===== config.mk =====
export PLATFORM = sky130hd
export DESIGN_NAME = ghost_chase_driver
export DESIGN_NICKNAME = d
export VERILOG_FILES = /design/src/rtl/ghost_chase_driver.sv
export SDC_FILE = /design/constraint.sdc
export NUM_CORES = 1
export LEC_CHECK = 0
export ABC_AREA = 1
export BUFFER_PORTS_ARGS = -buffer_cell sky130_fd_sc_hd__buf_2
export CORE_MARGIN = 10
export CORE_UTILIZATION = 40
export DETAILED_ROUTE_END_ITERATION = 8
export PLACE_DENSITY = 0.68
export RECOVER_POWER = 25
export SYNTH_ARGS = -nofsm -noshare
export SYNTH_HDL_FRONTEND = slang
export SYNTH_SLANG_ARGS = --single-unit

===== constraint.sdc =====
create_clock -name clk -period 10.96 [get_ports clk]
set_input_delay 1.096 -clock clk [delete_from_list [all_inputs] [get_ports clk]]
set_output_delay 1.096 -clock clk [all_outputs]
set_load 0.1 [all_outputs]

===== src/rtl/ghost_chase_driver.sv =====
// ghost_chase_driver: autonomous active-low w/a/s/d strobe generator steering a ghost to player or scatter corner.
`ifndef DIR_UP
`define DIR_UP    2'd0
`define DIR_DOWN  2'd1
`define DIR_LEFT  2'd2
`define DIR_RIGHT 2'd3
`endif
module ghost_chase_driver #(
  parameter int X_W           = 10,
  parameter int Y_W           = 9,
  parameter int MOVE_DIV      = 4,
  parameter int HOLD_STEPS    = 2,
  parameter int CHASE_TICKS   = 8,
  parameter int SCATTER_TICKS = 4,
  parameter int SCATTER_X     = 0,
  parameter int SCATTER_Y     = 0
) (
  input  logic           clk,
  input  logic           reset,
  input  logic           enable,
  input  logic [X_W-1:0] ghost_x,
  input  logic [Y_W-1:0] ghost_y,
  input  logic [X_W-1:0] player_x,
  input  logic [Y_W-1:0] player_y,
  output logic           w,
  output logic           a,
  output logic           s,
  output logic           d,
  output logic [1:0]     dir_out,
  output logic           mode
);
  localparam int W  = (X_W > Y_W ? X_W : Y_W) + 1;
  localparam int CW = $clog2(MOVE_DIV);
  localparam int HW = $clog2(HOLD_STEPS + 1);
  localparam int MW = $clog2((CHASE_TICKS > SCATTER_TICKS ? CHASE_TICKS : SCATTER_TICKS) + 1);
  typedef enum logic {chase_st, scatter_st} state_t;
  state_t st, st_n;
  logic [CW-1:0] cnt, cnt_n;
  logic [HW-1:0] hold, hold_n;
  logic [MW-1:0] mcnt, mcnt_n;
  logic [1:0] dir_n, new_dir, use_dir;
  logic [3:0] stb_n;
  logic [X_W-1:0] tx;
  logic [Y_W-1:0] ty;
  logic [X_W:0] dx, ax;
  logic [Y_W:0] dy, ay;
  logic tick, held_zero, redecide, none, x_axis, flip, mode_done;
  function automatic logic [3:0] to_stb(input logic [1:0] dir);
    return dir == `DIR_UP ? 4'b0111 : dir == `DIR_LEFT ? 4'b1011 :
           dir == `DIR_DOWN ? 4'b1101 : 4'b1110;
  endfunction
  assign tick = enable && cnt == CW'(MOVE_DIV - 1);
  assign tx = st == scatter_st ? X_W'(SCATTER_X) : player_x;
  assign ty = st == scatter_st ? Y_W'(SCATTER_Y) : player_y;
  assign dx = {1'b0, tx} - {1'b0, ghost_x};
  assign dy = {1'b0, ty} - {1'b0, ghost_y};
  assign ax = dx[X_W] ? -dx : dx;
  assign ay = dy[Y_W] ? -dy : dy;
  assign none = dx == '0 && dy == '0;
  assign held_zero = (dir_out == `DIR_LEFT || dir_out == `DIR_RIGHT) ? dx == '0 : dy == '0;
  assign redecide = hold == '0 || held_zero;
  assign x_axis = (W'(ax) >= W'(ay)) ^ (flip && dx != '0 && dy != '0);
  assign new_dir = x_axis ? (dx[X_W] ? `DIR_LEFT : `DIR_RIGHT) : (dy[Y_W] ? `DIR_UP : `DIR_DOWN);
  assign use_dir = redecide ? new_dir : dir_out;
  assign mode_done = st == chase_st ? mcnt == MW'(CHASE_TICKS - 1) : mcnt == MW'(SCATTER_TICKS - 1);
  assign mode = st == scatter_st;
`ifdef GHOST_CHASE_JITTER_EN
  logic [7:0] lfsr;
  always_ff @(posedge clk or negedge reset)
    if (!reset) lfsr <= 8'hA5;
    else if (tick) lfsr <= {lfsr[6:0], lfsr[7] ^ lfsr[5] ^ lfsr[4] ^ lfsr[3]};
  assign flip = lfsr[0];
`else
  assign flip = 1'b0;
`endif
  always_comb begin
    cnt_n = enable ? (tick ? '0 : cnt + 1'b1) : '0;
    hold_n = enable ? hold : '0;
    mcnt_n = enable ? mcnt : '0;
    st_n = enable ? st : chase_st;
    dir_n = dir_out;
    stb_n = 4'hF;
    if (tick) begin
      if (none) hold_n = '0;
      else begin
        dir_n = use_dir;
        stb_n = to_stb(use_dir);
        hold_n = redecide ? HW'(HOLD_STEPS - 1) : hold - 1'b1;
      end
      mcnt_n = mode_done ? '0 : mcnt + 1'b1;
      if (mode_done) begin
        st_n = st == chase_st ? scatter_st : chase_st;
        hold_n = '0;
      end
    end
  end
  always_ff @(posedge clk or negedge reset)
    if (!reset) begin
      st <= chase_st;
      cnt <= '0;
      hold <= '0;
      mcnt <= '0;
      dir_out <= `DIR_LEFT;
      {w, a, s, d} <= 4'hF;
    end else begin
      st <= st_n;
      cnt <= cnt_n;
      hold <= hold_n;
      mcnt <= mcnt_n;
      dir_out <= dir_n;
      {w, a, s, d} <= stb_n;
    end
endmodule


# Word level (Yosys, flattened, before mapping)
# Index checks and enable logic that the tools add are counted.
# totals
regBits	15
input_bits	41
output_inout_bits	7
elab_cells	64
# classes
addsub	7
n_lt_le_gt_ge	1
eq_ne	8
n_mux	29
n_bitwise	1
n_reduce_logical	9
# op_table
operator	n
$mux 4	6
$mux 10	2
$mux 2	10
$ge 11x10->1	1
$logic_not 11->1	1
$mux 11	1
$neg 11->11	1
$sub 10x10->11	1
$logic_not 10->1	1
$neg 10->10	1
$sub 9x9->10	1
$mux 9	1
$eq 2x2->1 const B	4
$mux 1	8
$add 4x1->4 const B	1
$eq 4x2->1 const B	1
$eq 4x3->1 const B	1
$logic_not 2->1	2
$mux 3	1
$add 2x1->2 const B	1
$eq 2x1->1 const B	1
$logic_and 1x1->1	2
$logic_or 1x1->1	2
$ne 2x1->1 const B	1
3 further kinds	3

# Depth between registers and ports, before layout
# logic_depth
ltp_word	13
depth_mapped	32
depth_no_buf	31

# Worst setup path after synthesis
# Ideal clock, no wire load.
# synth_timing
path_kind	register to register
from	reg st (netlist: mode)
to	reg dir_out[0]
setup_ps	120
arrival_time_ps	4339
required_ps	10840
setup_slack_ps	6501
stages_incl_launch_ff	31
path_buffers	2
synth_period_minus_slack_ps	4459
cell_sequence	dfrtp_1 > clkbuf_1 > clkbuf_1 > nor2_1 > ha_1 > nand2_1 > inv_1 > nand2_1 > nand2_1 > nand2_1 > nand2_1 > nor2_2 > inv_1 > a31oi_1 > xnor2_1 > inv_1 > ha_1 > nand2_1 > inv_1 > a21oi_1 > nand2_1 > nand2_1 > nand3_1 > nand2_1 > nand2_1 > a21oi_1 > inv_1 > nand2_1 > nand3_2 > nand3_1 > nand2_1
# synth_between
elab_chain_len	7
word_cells_on_any_way	20
cone_classes	4 x add/sub; 1 x order compare; 9 x mux; 1 x bitwise; 5 x reduce/logical
# synth_rtl
item	line	rtl
start, declared	37	state_t st, st_n;
start signal, assigned	99	st <= chase_st;
start signal, assigned	106	st <= st_n;
$mux 10 or $mux 9 (tied branches)	53, 54	
$sub 10x10->11 or $sub 9x9->10 (tied branches)	55, 56	
$neg 11->11 or $neg 10->10 (tied branches)	57, 58	
$mux 11 or $mux 10 (tied branches)	57, 58	
$ge 11x10->1	62	assign x_axis = (W'(ax) >= W'(ay)) ^ (flip && dx != '0 && dy != '0);
$mux 2	63	assign new_dir = x_axis ? (dx[X_W] ? `DIR_LEFT : `DIR_RIGHT) : (dy[Y_W] ? `DIR_UP : `DIR_DOWN);
$mux 2	64	assign use_dir = redecide ? new_dir : dir_out;
end signal, assigned	103	dir_out <= `DIR_LEFT;
end signal, assigned	110	dir_out <= dir_n;
end, declared	29	output logic [1:0] dir_out,
# Parallel ways exist; a longest one is shown, timed or not.
# A chain may end at the register's enable or synchronous reset.

# Final worst setup path
# layout_timing
from	reg st (netlist: mode)
to	reg w
# layout_between
elab_chain_len	11
word_cells_on_any_way	22
cone_classes	4 x add/sub; 1 x order compare; 12 x mux; 5 x reduce/logical
# layout_rtl
item	line	rtl
$mux 10 or $mux 9 (tied branches)	53, 54	
$sub 10x10->11 or $sub 9x9->10 (tied branches)	55, 56	
$neg 11->11 or $neg 10->10 (tied branches)	57, 58	
$mux 11 or $mux 10 (tied branches)	57, 58	
$ge 11x10->1	62	
$mux 2	63	
$mux 2	64	
$logic_not 2->1 (no source line)	--	
$mux 4	49	return dir == `DIR_UP ? 4'b0111 : dir == `DIR_LEFT ? 4'b1011 :
$mux 4 (*)	84	if (none) hold_n = '0;
$mux 4 (*)	83	if (tick) begin
named net stb_n[3]	42	logic [3:0] stb_n;
end signal, assigned	111	{w, a, s, d} <= stb_n;
end, declared	25	output logic w,
# Mark *: on every way through the listed nets, which the timed path passes. The rest lies on a longest branch.

==> reports/results.ini <==
[outcome]
outcome=finished, final reports clean

[drt]
wl_met2_mm=3.20
met1_length_mm=3.06
dr.first_iter.drc_count=94
drt_first_pass_iters=4
drt-vias-per-instance=4.66
drc=0
top_layer=met4
wl_mm=6.56
ant_nets=0
wl_met3_um=278
vias=2941
avgRoutedWirePerCell_um=10.4

[synthesis]
avgSynthCellArea_um2=5.95
yosysMostFrequentCell=nand2_1
synth_top_family_by_area=simple AND/OR/NAND/NOR gates
ys.flop_type=dfrtp_1
syn_inst=486
synthesis.area_mm2=0.00289
syn_nets=564
synthArstFlopShare_pct=100
synthTopCellsByCount=136 x nand2_1, 116 x inv_1, 44 x nor2_1, 35 x ha_1, 29 x nand3_1
synth_fa_ha_area_share_pct=16.5
ys_top_cells_by_area=nand2_1 18%, ha_1 15%, inv_1 15%, dfrtp_1 8.7%, nor2_1 5.7%
synth_seq_cells=15
synth_largest_area_cell=nand2_1
synth_compound_area_share_pct=5.54
synth_edf_count=0
muxShareOfSynthArea_pct=0
synth-xor-area-share_pct=6.01
synth_simple_gate_area_share_pct=42.9
synth.distinct_cells=34
yosysSeqAreaShare_pct=13.2
yosys_warnings=0
synth_top_cell_area_share_pct=17.6

[final_layout]
final-seq-area_um2=382
instances_no_fill=631
fin_util_pct=47.6
drive_above_1_share_pct=17.9
multi_input_area_mm2=0.00205
fin_area_mm2=0.00328
fin_nets=614
fillCellCount=763
area_delta_synth_final_pct=13.5
antenna_cells=0

[pwr]
p_leak_uw=0.00201
worst_ir_drop_vdd_v=0.0000433
power.density_mw_per_mm2=106

[setup_path]
crit_family=simple AND/OR/NAND/NOR gates
timing.rr.end=w$_DFF_PN1_
critPathLaunchType=flop
ff2ff_path_depth=30
cp_slowest_cell=dfrtp_1
crit_buf_inv=6
regToRegSetupSlack_ns=6.70
r2r_start=mode$_DFF_PN0_
worst_ep_required_time_ns=11.12
cp-end-kind=flop
cpPeakStageDelay_ns=0.85
critPathMaxFanout=21
cp_common_cell=nand2_1
path_depth=30
cp_data_arrival_time_ns=4.43
crit_type=flop to flop

[floorplanning]
start_util_pct=41.9
die_area_mm2=0.0110
coreArea_mm2=0.00691
dieWidth_um=105
num_rows=30
die_h_um=105
pin_count=48

[clock_tree]
cts_root_buf=clkbuf_8
htreeDepth=1
cts_buffers=3
cts.sinks=15
clk_pin_slew_worst_paths_ns=0.06
ctsHoldBuffers=0
cts_tree=yes
post_cts_buffers=0
clkLatencyLatePin_ns=0.24
cts.repair.resized=0
ctsLongestPathBuffers=2

[global_routing]
grt_pass1_wl_mm=12.0
grt_overflow=0
globalRouteTotalUtil_pct=12.0
grt_pass1_vias=2882
grt_max_degree=22
antenna_found_initial=0

[timing]
fin_crit_ns=4.26
tns_ns=0
finalHoldViolCount=0
setup_ws_ns=6.70
setup_viol=0
rsz0062_at_grt=no
fin_crit_sh_pct=38.9
worst_pin_slew_ns=0.787
slew_viol_final=0
slew_headroom_pct=47.5
fin_skew_ns=0.00113
max_freq_mhz=235

[place]
io_buffers=47
place.gp.congestion=0.841
dp.final_hpwl_mm=5.73
dp_cells=627
placed_area_mm2=0.00324
dp_slack_ns=6.49

[hold_path]
hp-start=cnt[0]$_DFF_PN0_
hold-path-cell-count=1
min_path_type=flop to flop
worstHoldEndpoint=cnt[0]$_DFF_PN0_

[job]
drv_cap=0

cell type report:
type	count	share of cell area, %
multi-input combinational	349	62.5
inverter	120	13.7
sequential	15	11.6
timing repair buffer	47	7.12
tap	96	3.66
clock buffer	4	1.37
sequential cells by signal, indices dropped and copies added, names as in the netlist:
signal	flops
s	1
mcnt	4
cnt	2
hold	2
dir_out	2
w	1
a	1
d	1
mode	1
worst max path at each step:
| stage | from | endpoint | slack [ns] |
|---|---|---|---|
| floorplan | mode$_DFF_PN0_ | dir_out[0]$_DFFE_PN0P_ | 6.50 |
| global placement | player_y[4] | w$_DFF_PN1_ | 6.62 |
| detailed placement | player_y[4] | s$_DFF_PN1_ | 6.49 |
| CTS | mode$_DFF_PN0_ | d$_DFF_PN1_ | 6.64 |
| global route | mode$_DFF_PN0_ | d$_DFF_PN1_ | 6.10 |
| finish | mode$_DFF_PN0_ | w$_DFF_PN1_ | 6.70 |
logic make-up after synthesis:
logic type / after synthesis
AND/OR/NAND/NOR: 264
buffers and inverters: 122
adder cells (fa/ha/maj): 37
AO/OA/AOI/OAI: 29
XOR/XNOR: 19
flip-flops: 15
stage by stage:
stage / hold slack, ns / power, µW
6_report: 0.441 / 347
5_1_grt: 0.475 / 388
4_1_cts: 0.441 / 352
3_5_place_dp: 0.430 / 306
3_3_place_gp: 0.424 / 299
2_1_floorplan: 0.410 / 259
placed cells by master, fill, tap and decap left out, drive strengths merged:
cell      n
nand4    15
nand3b    2
nand2   152
inv     120
xnor2     7
clkbuf    5
and3      1
o21bai    2
ha       35
xor2     12
buf      46
fa        2
and2      2
a21oi    15
a31oi     2
nand3    35
a22o      1
dfstp     5
o21ai     6
o22ai     3
nor2     53
nor3      3
dfrtp    10
or2       1
power by group:
group | total [µW] | internal (µW) | switching [µW]
Sequential | 68.5 | 62.6 | 5.90
Combinational | 235 | 80.0 | 155
Clock | 44.1 | 25.7 | 18.4
Total | 347 | 168 | 179
routing by layer:
| layer | GRT usage, % | vias up |
|---|---|---|
| met5 | 0 | - |
| met4 | 1.47 | 0 |
| met2 | 21.9 | 39 |
| li1 | - | 1582 |
| met3 | 2.76 | 2 |
| met1 | 14.2 | 1318 |
(Power assumes the default switching activity.)
